**config.mk**
```make
export PLATFORM = sky130hd
export DESIGN_NAME = fetch_stage
export DESIGN_NICKNAME = d
export VERILOG_FILES = /design/src/rtl/mips_pkg.sv /design/src/rtl/fetch_stage_next_pc_sel.sv /design/src/rtl/fetch_stage.sv
export SDC_FILE = /design/constraint.sdc
export NUM_CORES = 1
export LEC_CHECK = 0
export BUFFER_PORTS_ARGS = -buffer_cell sky130_fd_sc_hd__buf_2
export CORE_MARGIN = 5
export CORE_UTILIZATION = 53
export CTS_CLUSTER_DIAMETER = 100
export CTS_CLUSTER_SIZE = 30
export DETAILED_ROUTE_END_ITERATION = 8
export MAX_ROUTING_LAYER = met4
export PLACE_DENSITY = 0.87
export SYNTH_ARGS = -nofsm -noshare
export SYNTH_HDL_FRONTEND = slang
export SYNTH_SLANG_ARGS = --single-unit
export TNS_END_PERCENT = 1
```
**constraint.sdc**
```tcl
create_clock -name clock -period 4.4 [get_ports clock]
set_input_delay 0.44 -clock clock [delete_from_list [all_inputs] [get_ports clock]]
set_output_delay 0.44 -clock clock [all_outputs]
set_load 0.005 [all_outputs]
```
**src/rtl/mips_pkg.sv**
```systemverilog
`default_nettype none
// ============================================================================
//  Module      : mips_pkg
//  Description : Shared constants for the MIPS pipeline fetch path.
//  Revision    : 1.0  initial release
// ============================================================================
package mips_pkg;

    localparam int              c_DATA_WIDTH = 32;
    localparam int              c_JUMP_IDX_W = 26;
    localparam logic [31:0]     c_RESET_PC   = 32'h0000_0000;
    localparam logic [31:0]     c_NOP_WORD   = 32'h0000_0000;

endpackage
`default_nettype wire

```
**src/rtl/fetch_stage_next_pc_sel.sv**
```systemverilog
`default_nettype none
// ============================================================================
//  Module      : next_pc_sel
//  Description : Priority mux for the next word-address PC (jr > jump > branch > +1).
//  Revision    : 1.0  initial release
// ============================================================================
module next_pc_sel
    import mips_pkg::*;
#(
    parameter int DATA_WIDTH = c_DATA_WIDTH
) (
    input  logic [DATA_WIDTH-1:0]   pc,
    input  logic                    jr,
    input  logic [DATA_WIDTH-1:0]   jr_target,
    input  logic                    jump,
    input  logic [c_JUMP_IDX_W-1:0] jump_index,
    input  logic                    branch_taken,
    input  logic [DATA_WIDTH-1:0]   branch_target,
    output logic [DATA_WIDTH-1:0]   next_pc,
    output logic [DATA_WIDTH-1:0]   pc_plus1
);

    logic [DATA_WIDTH-1:0] w_pc_plus1;
    logic [DATA_WIDTH-1:0] w_jump_target;

    // Word-addressed memory: sequential step is one word.
    assign w_pc_plus1    = pc + {{(DATA_WIDTH-1){1'b0}}, 1'b1};
    // Jump region comes from the incremented PC, as in the MIPS J-format.
    assign w_jump_target = {w_pc_plus1[DATA_WIDTH-1:c_JUMP_IDX_W], jump_index};

    always_comb begin
        next_pc = w_pc_plus1;
        if (jr) begin
            next_pc = jr_target;
        end else if (jump) begin
            next_pc = w_jump_target;
        end else if (branch_taken) begin
            next_pc = branch_target;
        end
    end

    assign pc_plus1 = w_pc_plus1;

endmodule
`default_nettype wire

```
**src/rtl/fetch_stage.sv**
```systemverilog
`default_nettype none
// ============================================================================
//  Module      : fetch_stage
//  Description : Instruction fetch: PC register, next-PC selection, IF/ID register.
//  Revision    : 1.0  initial release
// ============================================================================
module fetch_stage
    import mips_pkg::*;
#(
    parameter int                    DATA_WIDTH = c_DATA_WIDTH,
    parameter logic [DATA_WIDTH-1:0] RESET_PC   = c_RESET_PC,
    parameter logic [DATA_WIDTH-1:0] NOP_WORD   = c_NOP_WORD
) (
    input  logic                    clock,
    input  logic                    reset_n,
    input  logic                    stall,
    input  logic                    flush,
    input  logic                    branch_taken,
    input  logic [DATA_WIDTH-1:0]   branch_target,
    input  logic                    jump,
    input  logic [c_JUMP_IDX_W-1:0] jump_index,
    input  logic                    jr,
    input  logic [DATA_WIDTH-1:0]   jr_target,
    input  logic [DATA_WIDTH-1:0]   instr_in,
    output logic [DATA_WIDTH-1:0]   pc_out,
    output logic [DATA_WIDTH-1:0]   ifid_instr,
    output logic [DATA_WIDTH-1:0]   ifid_pc_next,
    output logic                    ifid_valid
);

    logic [DATA_WIDTH-1:0] r_pc;
    logic [DATA_WIDTH-1:0] r_ifid_instr;
    logic [DATA_WIDTH-1:0] r_ifid_pc_next;
    logic                  r_ifid_valid;

    logic [DATA_WIDTH-1:0] w_next_pc;
    logic [DATA_WIDTH-1:0] w_pc_plus1;
    logic                  w_redirect;

    next_pc_sel #(
        .DATA_WIDTH (DATA_WIDTH)
    ) u_next_pc_sel (
        .pc            (r_pc),
        .jr            (jr),
        .jr_target     (jr_target),
        .jump          (jump),
        .jump_index    (jump_index),
        .branch_taken  (branch_taken),
        .branch_target (branch_target),
        .next_pc       (w_next_pc),
        .pc_plus1      (w_pc_plus1)
    );

    assign w_redirect = jr | jump | branch_taken;

    // A redirect must land even while the hazard unit is stalling.
    always_ff @(posedge clock or negedge reset_n) begin
        if (!reset_n) begin
            r_pc <= RESET_PC;
        end else if (w_redirect || !stall) begin
            r_pc <= w_next_pc;
        end
    end

    always_ff @(posedge clock or negedge reset_n) begin
        if (!reset_n) begin
            r_ifid_instr   <= NOP_WORD;
            r_ifid_pc_next <= '0;
            r_ifid_valid   <= 1'b0;
        end else if (flush) begin
            r_ifid_instr   <= NOP_WORD;
            r_ifid_pc_next <= '0;
            r_ifid_valid   <= 1'b0;
        end else if (!stall) begin
            r_ifid_instr   <= instr_in;
            r_ifid_pc_next <= w_pc_plus1;
            r_ifid_valid   <= 1'b1;
        end
    end

    assign pc_out       = r_pc;
    assign ifid_instr   = r_ifid_instr;
    assign ifid_pc_next = r_ifid_pc_next;
    assign ifid_valid   = r_ifid_valid;

endmodule
`default_nettype wire
```
=== Yosys cells after proc, flatten, opt, wreduce, memory -nomap -nowiden ===
Cells that the tools add are included.
W data, S select, Z words.

* Add/subtract/negate cells: 1
* Equality and inequality tests: 1
* Muxes and demuxes: 9
* Bitwise gates (word level): 2
* Reduce and logical (&&, ||, !) cells: 2

{| class="wikitable"
|+ Operator list
! operator !! number
|-
| $mux W32 || 7
|-
| $add A32 B1 Y32 const B || 1
|-
| $mux W1 || 2
|-
| $ne A2 B1 Y1 const B || 1
|-
| $or A1 B1 Y1 || 2
|-
| $logic_not A1 Y1 || 1
|-
| $logic_or A1 B1 Y1 || 1
|}

* Register bits after elaboration: 97
* Logic and storage cells: 19

=== Depth between registers and ports, before layout ===
Gate-level depths: netlist of the first run.

* Word-level depth: 4
* Depth in mapped cells: 8
* Mapped depth without buffers: 6

=== Hierarchy ===
From an unflattened synthesis of the first run, not the netlist that was laid out.

* Cell total of the unflattened synthesis: 518
* Area total of the unflattened synthesis: 5,291.3 sq um

{| class="wikitable"
|+ Modules (own cells, without submodules)
! module !! times used !! cells an instance !! area an instance (sq um) !! seq. area each (sq um)
|-
| fetch_stage || 1 || 277 || 3,784.9 || 2,427.3
|-
| next_pc_sel || 1 || 241 || 1,506.4 || 0.0
|}

=== Worst setup path after synthesis of the first run ===
Ideal clock, no wire load.

* Path kind: reg2reg
* Start point: register r_pc[0], in the netlist pc_out[0]
* End point: register r_pc[26], in the netlist pc_out[26]
* Library setup time: 0.082 ns
* Arrival time: 1.888 ns
* Setup slack: 2.430 ns
* Stages on the path, launching flop included: 7
* Clock period less this slack: 1.970 ns
* Cell sequence: dfrtp_1 ha_1 nand2_1 nor4_4 nand4b_2 o31a_1 o22ai_1

* Longest elaborated chain between the ends: 4

{| class="wikitable"
|+ Ends and longest elaborated chain
! item !! RTL line !! source
|-
| start, declared || fetch_stage.sv:31 || <nowiki>logic [DATA_WIDTH-1:0] r_pc;</nowiki>
|-
| start signal, assigned || fetch_stage.sv:61 || <nowiki>r_pc <= w_next_pc;</nowiki>
|-
| $add A32 B1 Y32 (*) || fetch_stage_next_pc_sel.sv:27 || <nowiki>assign w_pc_plus1 = pc + {{(DATA_WIDTH-1){1'b0}}, 1'b1};</nowiki>
|-
| $mux W32 || fetch_stage_next_pc_sel.sv:37 || <nowiki>end else if (branch_taken) begin</nowiki>
|-
| $mux W32 (*) || fetch_stage_next_pc_sel.sv:35 || <nowiki>end else if (jump) begin</nowiki>
|-
| $mux W32 (*) || fetch_stage_next_pc_sel.sv:33 || <nowiki>if (jr) begin</nowiki>
|}

Every way passes the cells marked *; elsewhere a longest branch is shown, timed or not.
A chain may end at the register's enable or synchronous reset.

=== Worst setup path after layout of the first run ===
* Start point: input port jump
* End point: register r_pc[25], in the netlist pc_out[25]

* Longest elaborated chain between the ends: 3
* Elaborated cells on any way between the ends: 5
* Those cells by class: 2 x mux; 2 x bitwise; 1 x reduce/logical

{| class="wikitable"
|+ Ends and longest elaborated chain
! item !! RTL line !! source
|-
| start, declared || fetch_stage.sv:20 || <nowiki>input logic jump,</nowiki>
|-
| $or A1 B1 Y1 (2 in series) || fetch_stage.sv:54 || <nowiki>assign w_redirect = jr | jump | branch_taken;</nowiki>
|-
| $logic_or A1 B1 Y1 || fetch_stage.sv:60 || <nowiki>end else if (w_redirect || !stall) begin</nowiki>
|}

Parallel ways exist; a longest one is shown, timed or not.

==> out/qor.json, run 1 <==
{
  "power": {
    "post-layout-total-power_mw": 2.08,
    "power_frac_clock_pct": 26.5,
    "power.leakage_nw": 3.38,
    "intPower_mw": 1.39,
    "comb_power_share_pct": 22.6,
    "irDropWorstVdd_mv": 0.141,
    "power.density_cell_area_mw_per_mm2": 304,
    "switching_portion_of_total_power_pct": 33.5,
    "p_seq_share_pct": 50.8,
    "net_switching_uw": 699
  },
  "logic_synthesis": {
    "ys_dominant_reg_cell": "sky130_fd_sc_hd__dfrtp_1",
    "synth_enable_flop_cells": 0,
    "yosys_warning_count": 0,
    "postSynthCellCount": 594,
    "ys_ff_latch": 97,
    "async_reset_ff_share_pct": 100,
    "ys_seq_area_share_pct": 43.9,
    "syn-mean-instance-area_um2": 9.31,
    "syn-cell-area_mm2": 0.00553,
    "synth_fp_nets": 724,
    "post_synth_num_cell_types": 60
  },
  "placement": {
    "dpl.hpwl_um": 13700,
    "gp_congestion": 0.938,
    "portBuffers": 225,
    "placement_stage_worst_setup_slack_ns": 1.49
  },
  "clocking": {
    "clkSinkCount": 97,
    "tritoncts": "done",
    "number_of_clock_buffers_inserted_by_tritoncts": 9,
    "cts.reportedPaths.clkPinSlew_ns": 0.10,
    "cts.htree.levels": 3,
    "insertion_delay_of_the_later_clocked_pin_in_the_worst_skew_pair_ns": 0.37,
    "postCtsSetupRepairBufs": 0,
    "postCtsResizedCells": 0,
    "clock_tree.root_cell": "sky130_fd_sc_hd__clkbuf_8",
    "ctsHoldBuffers": 0,
    "cts-root-to-sink-buffers": 2
  },
  "timing": {
    "final_hold_viol_count": 0,
    "number_of_pins_with_negative_max_slew_slack_in_the_final_report": 0,
    "max_slew.worst_pin.slew_ns": 1.19,
    "maxClockFrequency_mhz": 392,
    "min_period_over_period_pct": 57.9,
    "final.setup.tns_ns": 0,
    "skew_ns": 0.0111,
    "finalSetupViolations": 0,
    "grt_setup_unrepaired": "false",
    "setup_slack_ns": 1.85,
    "post-route-min-period_ns": 2.55,
    "relSlewSlack_pct": 20.6
  },
  "grt": {
    "grt_max_degree": 66,
    "grt_antenna_before_repair": 0,
    "grt_remaining_overflow": 0,
    "first_global_vias": 5567,
    "global_route_wire_length_before_repair_um": 29300,
    "grt_usage_pct": 29.5
  },
  "setup_path": {
    "worstSetupEndpointType": "flop",
    "cp_top_family": "simple AND/OR/NAND/NOR gates",
    "timing.critical_path.cells": "buf_2 -> or2_2 -> nor2_2 -> nor3_1 -> a2111o_1",
    "critPathLaunchType": "input port",
    "crit_arrival_ns": 2.81,
    "criticalPathCategory": "in -> reg",
    "critical_path.n_buffers_inverters": 1,
    "critical-path-slowest-cell": "sky130_fd_sc_hd__nor2_2",
    "critPathRequiredTime_ns": 4.66,
    "slowest_delay_ns": 0.96,
    "path_max_fanout": 34
  },
  "finish": {
    "finalNetCount": 921,
    "area.growth.synth_to_final_pct": 24.0,
    "diodes": 0,
    "post_route_cells_drive_above_1_share_pct": 34.0,
    "layout.cells.most_common_list": "sky130_fd_sc_hd__buf_2, sky130_fd_sc_hd__dfrtp_1, sky130_fd_sc_hd__nor2_1, sky130_fd_sc_hd__nand2_1, sky130_fd_sc_hd__mux2i_1",
    "most_common_library_cell_in_the_layout_ignoring_fill_and_taps": "sky130_fd_sc_hd__buf_2"
  },
  "floorplan": {
    "floorplan.io_pins": 226,
    "fp.dieArea_mm2": 0.0126,
    "core_region_area_mm2": 0.0102,
    "die_h_um": 112,
    "floorplan.rows": 37,
    "floorplan.initialDensity_pct": 54.0,
    "chipWidth_um": 112
  },
  "route": {
    "drc": 0,
    "number_of_drc_violations_after_detailed_routing_iteration_0": 621,
    "wl_per_cell_um": 19.7,
    "dr.pass1.iters": 5,
    "num_vias": 5628,
    "residual_antenna_violating_net_count_after_detailed_routing": 0,
    "postRouteWirelength_um": 18300,
    "post_drt_via_cell_ratio": 6.05
  },
  "job": {
    "drv.max_cap_violation_count": 0
  },
  "run_status": {
    "status": "completed"
  },
  "min_path": {
    "worstHoldPathType": "in -> async"
  }
}
kinds of logic after synthesis:
kind of cell	share of synthesized area [%]
AND/OR/NAND/NOR	20.9
AO/OA/AOI/OAI	18.0
flip-flops	43.9
buffers and inverters	4.14
multiplexers	7.63
XOR/XNOR	5.23
adder cells (fa/ha/maj)	0.226
final cells by class:
| class | count | area, um^2 |
|---|---|---|
| inverters | 11 | 41.3 |
| flip-flops and latches | 97 | 2430 |
| fillers | 861 | 3370 |
| well taps | 136 | 170 |
| repair buffers | 230 | 1170 |
| multi-input cells | 442 | 2880 |
| clock buffers | 9 | 124 |
| clock inverters | 6 | 52.6 |
cells in the mapped netlist (3+ instances only):
cell type                  number  area [um^2]
sky130_fd_sc_hd__nor2b_1        3         18.8
sky130_fd_sc_hd__o21ai_0       22          110
sky130_fd_sc_hd__o22ai_1       12         75.1
sky130_fd_sc_hd__a31oi_1        3         18.8
sky130_fd_sc_hd__a211oi_1      23          173
sky130_fd_sc_hd__buf_1          5         18.8
sky130_fd_sc_hd__mux2i_1       41          410
sky130_fd_sc_hd__buf_2          6         30.0
sky130_fd_sc_hd__o31ai_1        4         30.0
sky130_fd_sc_hd__xor2_1        21          184
sky130_fd_sc_hd__a311oi_1       3         26.3
sky130_fd_sc_hd__o21a_1         3         22.5
sky130_fd_sc_hd__a21oi_1       32          160
sky130_fd_sc_hd__nand4_1       13         81.3
sky130_fd_sc_hd__o211ai_1       4         30.0
sky130_fd_sc_hd__dfrtp_1       97         2430
sky130_fd_sc_hd__nor3_1        10         50.1
sky130_fd_sc_hd__xnor2_1       12          105
sky130_fd_sc_hd__o31a_1         3         26.3
sky130_fd_sc_hd__nand2_1       42          158
sky130_fd_sc_hd__and2_1         5         31.3
sky130_fd_sc_hd__nand2b_1       7         43.8
sky130_fd_sc_hd__a221oi_1      16          140
sky130_fd_sc_hd__and3_1         9         56.3
sky130_fd_sc_hd__nor2_1        92          345
sky130_fd_sc_hd__inv_1         10         37.5
sky130_fd_sc_hd__clkbuf_1      31          116
sky130_fd_sc_hd__a31o_2         3         26.3
sky130_fd_sc_hd__nand3_1       20          100
sky130_fd_sc_hd__nor4_4         4         85.1
state kept, by name, indices dropped and copies added (netlist names):
signal	flops
ifid_pc_next	32
ifid_instr	32
pc_out	32
ifid_valid	1
worst reg2reg max path, stage by stage, from the launching register on:
cell and delay (ns):
sky130_fd_sc_hd__dfrtp_1 0.53, sky130_fd_sc_hd__ha_1 0.27, sky130_fd_sc_hd__nand2_1 0.20, sky130_fd_sc_hd__nor4_4 0.65, sky130_fd_sc_hd__nand4b_2 0.27, sky130_fd_sc_hd__o31a_1 0.33
sky130_fd_sc_hd__o22ai_1 0.14
power groups by stage:
stage,sequential [mW],clock [mW],combinational (mW)
CTS,1.06,0.556,0.471
floorplan,1.05,0,0.255
global placement,1.07,0,0.456
finish,1.06,0.553,0.472
detailed placement,1.07,0,0.468
global route,1.07,0.591,0.520
routing by layer:
layer | wire length, um | global-route usage, % | vias to the layer above | part of all wire (%)
li1 | - | - | 2549 | -
met1 | 7510 | 39.5 | 2729 | 41
met2 | 8850 | 46.4 | 314 | 48
met3 | 1470 | 4.20 | 36 | 8.0
met4 | 469 | 9.78 | 0 | 2.6
met5 | 0 | - | - | 0
per-stage QoR:
| step | instance area [um^2] | hold slack (ns) | util (%) | cells |
|---|---|---|---|---|
| 2_1_floorplan | 5530 | 0.144 | - | 594 |
| 3_5_place_dp | 6680 | 0.474 | 65.3 | 916 |
| 5_1_grt | 6860 | 0.177 | 67.0 | 931 |
| 4_1_cts | 6860 | 0.149 | 67.0 | 931 |
| 3_3_place_gp | 6680 | 0.460 | 65.3 | 916 |
| 6_report | 6860 | 0.0933 | 67.0 | 931 |
worst paths after layout:
kind	startpoint	endpoint	slack (ns)	depth (start not counted)
worst max-delay path	jump	pc_out[25]	1.85	5
worst min-delay path	reset_n	pc_out[29]	0.09	1
worst max register to register	pc_out[0]	pc_out[26]	1.92	6
worst min register to register	ifid_valid	ifid_valid	0.50	1
max in group asynchronous	reset_n	pc_out[4]	3.24	2
min in group clock	jr_target[11]	pc_out[11]	0.31	3
Power figures use the tool's default switching activity.
==> inputs of run 2 (changes only) <==
Settings changed: CORE_UTILIZATION 53 to 49, PLACE_DENSITY 0.87 to 0.81.
Clock period 4.4 ns to 2.4 ns, I/O delays scaled along.
==> out/qor.json, run 2 (synthesis results as in run 1) <==
{
  "run_status": {
    "status": {"value": "completed", "change": "unchanged"}
  },
  "floorplan": {
    "floorplan.initialDensity": {"value": 50.6, "unit": "%", "change": "was 54.0%"},
    "floorplan.io_pins": {"value": 226, "change": "unchanged"},
    "die_h": {"value": 116, "unit": "um", "change": "was 112 um"},
    "floorplan.rows": {"value": 38, "change": "was 37"},
    "fp.dieArea": {"value": 0.0135, "unit": "mm^2", "change": "was 0.0126 mm^2"},
    "chipWidth": {"value": 116, "unit": "um", "change": "was 112 um"},
    "core_region_area": {"value": 0.0109, "unit": "mm^2", "change": "was 0.0102 mm^2"}
  },
  "setup_path": {
    "slowest_delay": {"value": 0.46, "unit": "ns", "change": "was 0.96 ns"},
    "path_max_fanout": {"value": 8, "change": "was 34"},
    "worst_r2r_endpoint": {"value": "ifid_pc_next[16]", "change": "was pc_out[26]"},
    "criticalPathCategory": {"value": "reg -> reg", "change": "was in -> reg"},
    "cp_top_family": {"value": "simple AND/OR/NAND/NOR gates", "change": "unchanged"},
    "rr_startpoint": {"value": "pc_out[0]", "change": "unchanged"},
    "reg2reg_slack": {"value": 0.30, "unit": "ns", "change": "was 1.92 ns"},
    "r2r_cells": {"value": 7, "change": "was 6"},
    "timing.critical_path.cells": {"value": "ha_1 -> nand2_1 -> nor4_4 -> buf_4 -> nand3_1 -> xor2_1 -> a211oi_1", "change": "was buf_2 -> or2_2 -> nor2_2 -> nor3_1 -> a2111o_1"},
    "critPathLaunchType": {"value": "flop", "change": "was input port"},
    "critical_path.n_buffers_inverters": {"value": 1, "change": "unchanged"},
    "critical-path-slowest-cell": {"value": "sky130_fd_sc_hd__dfrtp_1", "change": "was sky130_fd_sc_hd__nor2_2"},
    "crit_arrival": {"value": 2.35, "unit": "ns", "change": "was 2.81 ns"},
    "worstSetupEndpointType": {"value": "flop", "change": "unchanged"},
    "critPathRequiredTime": {"value": 2.64, "unit": "ns", "change": "was 4.66 ns"}
  },
  "finish": {
    "post_route_cells_drive_above_1_share": {"value": 35.1, "unit": "%", "change": "was 34.0%"},
    "diodes": {"value": 0, "change": "unchanged"},
    "finalNetCount": {"value": 936, "change": "was 921"},
    "most_common_library_cell_in_the_layout_ignoring_fill_and_taps": {"value": "sky130_fd_sc_hd__buf_2", "change": "unchanged"},
    "seqCellArea": {"value": 0.00243, "unit": "mm^2", "change": "unchanged"},
    "multi_input_area": {"value": 0.00288, "unit": "mm^2", "change": "about the same"},
    "num-fill-cells": {"value": 926, "change": "was 861"},
    "area.growth.synth_to_final": {"value": 28.9, "unit": "%", "change": "was 24.0%"},
    "fin_area": {"value": 0.00713, "unit": "mm^2", "change": "was 0.00686 mm^2"},
    "fin_util": {"value": 65.2, "unit": "%", "change": "was 67.0%"},
    "layout.cells.most_common_list": {"value": "sky130_fd_sc_hd__buf_2, sky130_fd_sc_hd__dfrtp_1, sky130_fd_sc_hd__nor2_1, sky130_fd_sc_hd__nand2_1, sky130_fd_sc_hd__mux2i_1", "change": "unchanged"}
  },
  "job": {
    "drv.max_cap_violation_count": {"value": 0, "change": "unchanged"}
  },
  "min_path": {
    "hold_end": "ifid_instr[25]",
    "worstHoldPathType": {"value": "in -> reg", "change": "was in -> async"},
    "worst_hold_path.num_cells": 3,
    "timing.hold.worst.start": "instr_in[25]"
  },
  "timing": {
    "number_of_pins_with_negative_max_slew_slack_in_the_final_report": {"value": 0, "change": "unchanged"},
    "post-route-min-period_ns": 2.10,
    "maxClockFrequency_mhz": 476,
    "finalSetupViolations": {"value": 0, "change": "unchanged"},
    "final_hold_viol_count": {"value": 0, "change": "unchanged"},
    "min_period_over_period_pct": 87.6,
    "relSlewSlack": {"value": 48.9, "unit": "%", "change": "was 20.6%"},
    "max_slew.worst_pin.slew": {"value": 0.758, "unit": "ns", "change": "was 1.19 ns"},
    "final.setup.tns": {"value": 0, "unit": "ns", "change": "unchanged"},
    "skew": {"value": 0.00901, "unit": "ns", "change": "was 0.0111 ns"},
    "grt_setup_unrepaired": {"value": "false", "change": "unchanged"}
  },
  "clocking": {
    "clock_tree.root_cell": {"value": "sky130_fd_sc_hd__clkbuf_16", "change": "was sky130_fd_sc_hd__clkbuf_8"},
    "postCtsSetupRepairBufs": {"value": 0, "change": "unchanged"},
    "clkSinkCount": {"value": 97, "change": "unchanged"},
    "postCtsResizedCells": {"value": 0, "change": "unchanged"},
    "insertion_delay_of_the_later_clocked_pin_in_the_worst_skew_pair": {"value": 0.35, "unit": "ns", "change": "was 0.37 ns"},
    "cts.reportedPaths.clkPinSlew": {"value": 0.07, "unit": "ns", "change": "was 0.10 ns"},
    "ctsHoldBuffers": {"value": 1, "change": "was 0"},
    "number_of_clock_buffers_inserted_by_tritoncts": {"value": 9, "change": "unchanged"},
    "cts-root-to-sink-buffers": {"value": 2, "change": "unchanged"},
    "cts.htree.levels": {"value": 3, "change": "unchanged"},
    "tritoncts": {"value": "done", "change": "unchanged"}
  },
  "power": {
    "power.density_cell_area": {"value": 605, "unit": "mW/mm^2", "change": "was 304 mW/mm^2"},
    "power.leakage": {"value": 3.52, "unit": "nW", "change": "was 3.38 nW"},
    "irDropWorstVdd": {"value": 0.428, "unit": "mV", "change": "was 0.141 mV"}
  },
  "placement": {
    "portBuffers": {"value": 225, "change": "unchanged"},
    "detailed_place.area": {"value": 0.00682, "unit": "mm^2", "change": "was 0.00668 mm^2"},
    "dpl.hpwl": {"value": 14400, "unit": "um", "change": "was 13700 um"},
    "gp_congestion": {"value": 0.964, "change": "was 0.938"}
  },
  "route": {
    "post_drt_via_cell_ratio": {"value": 5.86, "change": "was 6.05"},
    "dr.pass1.iters": {"value": 5, "change": "unchanged"},
    "drc": {"value": 0, "change": "unchanged"},
    "num_vias": {"value": 5575, "change": "was 5628"},
    "wl_per_cell": {"value": 19.7, "unit": "um", "change": "about the same"},
    "postRouteWirelength": {"value": 18700, "unit": "um", "change": "was 18300 um"},
    "number_of_drc_violations_after_detailed_routing_iteration_0": {"value": 498, "change": "was 621"},
    "residual_antenna_violating_net_count_after_detailed_routing": {"value": 0, "change": "unchanged"}
  },
  "grt": {
    "global_route_wire_length_before_repair": {"value": 29000, "unit": "um", "change": "was 29300 um"},
    "grt_remaining_overflow": {"value": 0, "change": "unchanged"},
    "grt_usage": {"value": 28.5, "unit": "%", "change": "was 29.5%"},
    "grt_antenna_before_repair": {"value": 0, "change": "unchanged"},
    "first_global_vias": {"value": 5558, "change": "was 5567"},
    "grt_max_degree": {"value": 54, "change": "was 66"}
  }
}
-- run 2: cell types whose count changed in the layout (fill, tap and decap cells not counted), sizes merged --
cell	delta
buf	+14
bufinv	+1
clkbuf	+1
clkinv	-1
dlygate4sd3	+1
-- run 2: worst max path at each step --
stage	from	endpoint	cells past startpoint
after floorplan	pc_out[0]	pc_out[26]	6
after detailed placement	pc_out[0]	ifid_pc_next[16]	7
final	pc_out[0]	ifid_pc_next[16]	7
after global placement	pc_out[0]	ifid_pc_next[16]	7
after global routing	pc_out[0]	ifid_pc_next[16]	7
after CTS	pc_out[0]	ifid_pc_next[16]	7
-- run 2: final cells by class --
cell class | instances | area share, %
multi-input cells | 442 | 40.4
flip-flops and latches | 97 | 34.1
repair buffers | 245 | 18.3
clock buffers | 10 | 3.21
well taps | 140 | 2.46
clock inverters | 6 | 1.00
inverters | 11 | 0.579
-- run 2: layer usage --
layer,global-route usage [%],up-vias,share of wire [%],wire length [um]
met4,10.1,0,3.1,578
met5,-,-,0,0
li1,-,2584,-,-
met3,4.25,46,8.6,1610
met1,38.6,2663,40,7530
met2,43.9,282,48,9010
-- run 2: worst reg2reg max path: cells and delay by family, from the launching register on --
family | cells | cell delay (ns)
xor gates and xnor gates | 1 | 0.17
and+or+nand+nor | 3 | 0.67
AOI/OAI and AO/OA | 1 | 0.24
DFF | 1 | 0.46
buffers and inverters | 1 | 0.22
adders and majority gates | 1 | 0.24
-- run 2: power by group --
| group | switching, mW | total (mW) | internal [mW] |
|---|---|---|---|
| sequential | 0.164 | 1.93 | 1.77 |
| combinational | 0.496 | 0.899 | 0.404 |
| clock | 0.663 | 1.48 | 0.821 |
| total | 1.32 | 4.32 | 2.99 |
-- run 2: metrics by stage --
| stage | total power, mW | cells | hold WS (ns) | worst slack, ns |
|---|---|---|---|---|
| 2_1_floorplan | 2.40 | 594 | -0.0556 | 0.430 |
| 3_3_place_gp | 2.83 | 934 | 0.271 | 0.403 |
| 3_5_place_dp | 2.86 | 934 | 0.274 | 0.314 |
| 4_1_cts | 4.33 | 951 | 0.127 | 0.289 |
| 5_1_grt | 4.51 | 951 | 0.141 | 0.112 |
| 6_report | 4.32 | 951 | 0.127 | 0.298 |
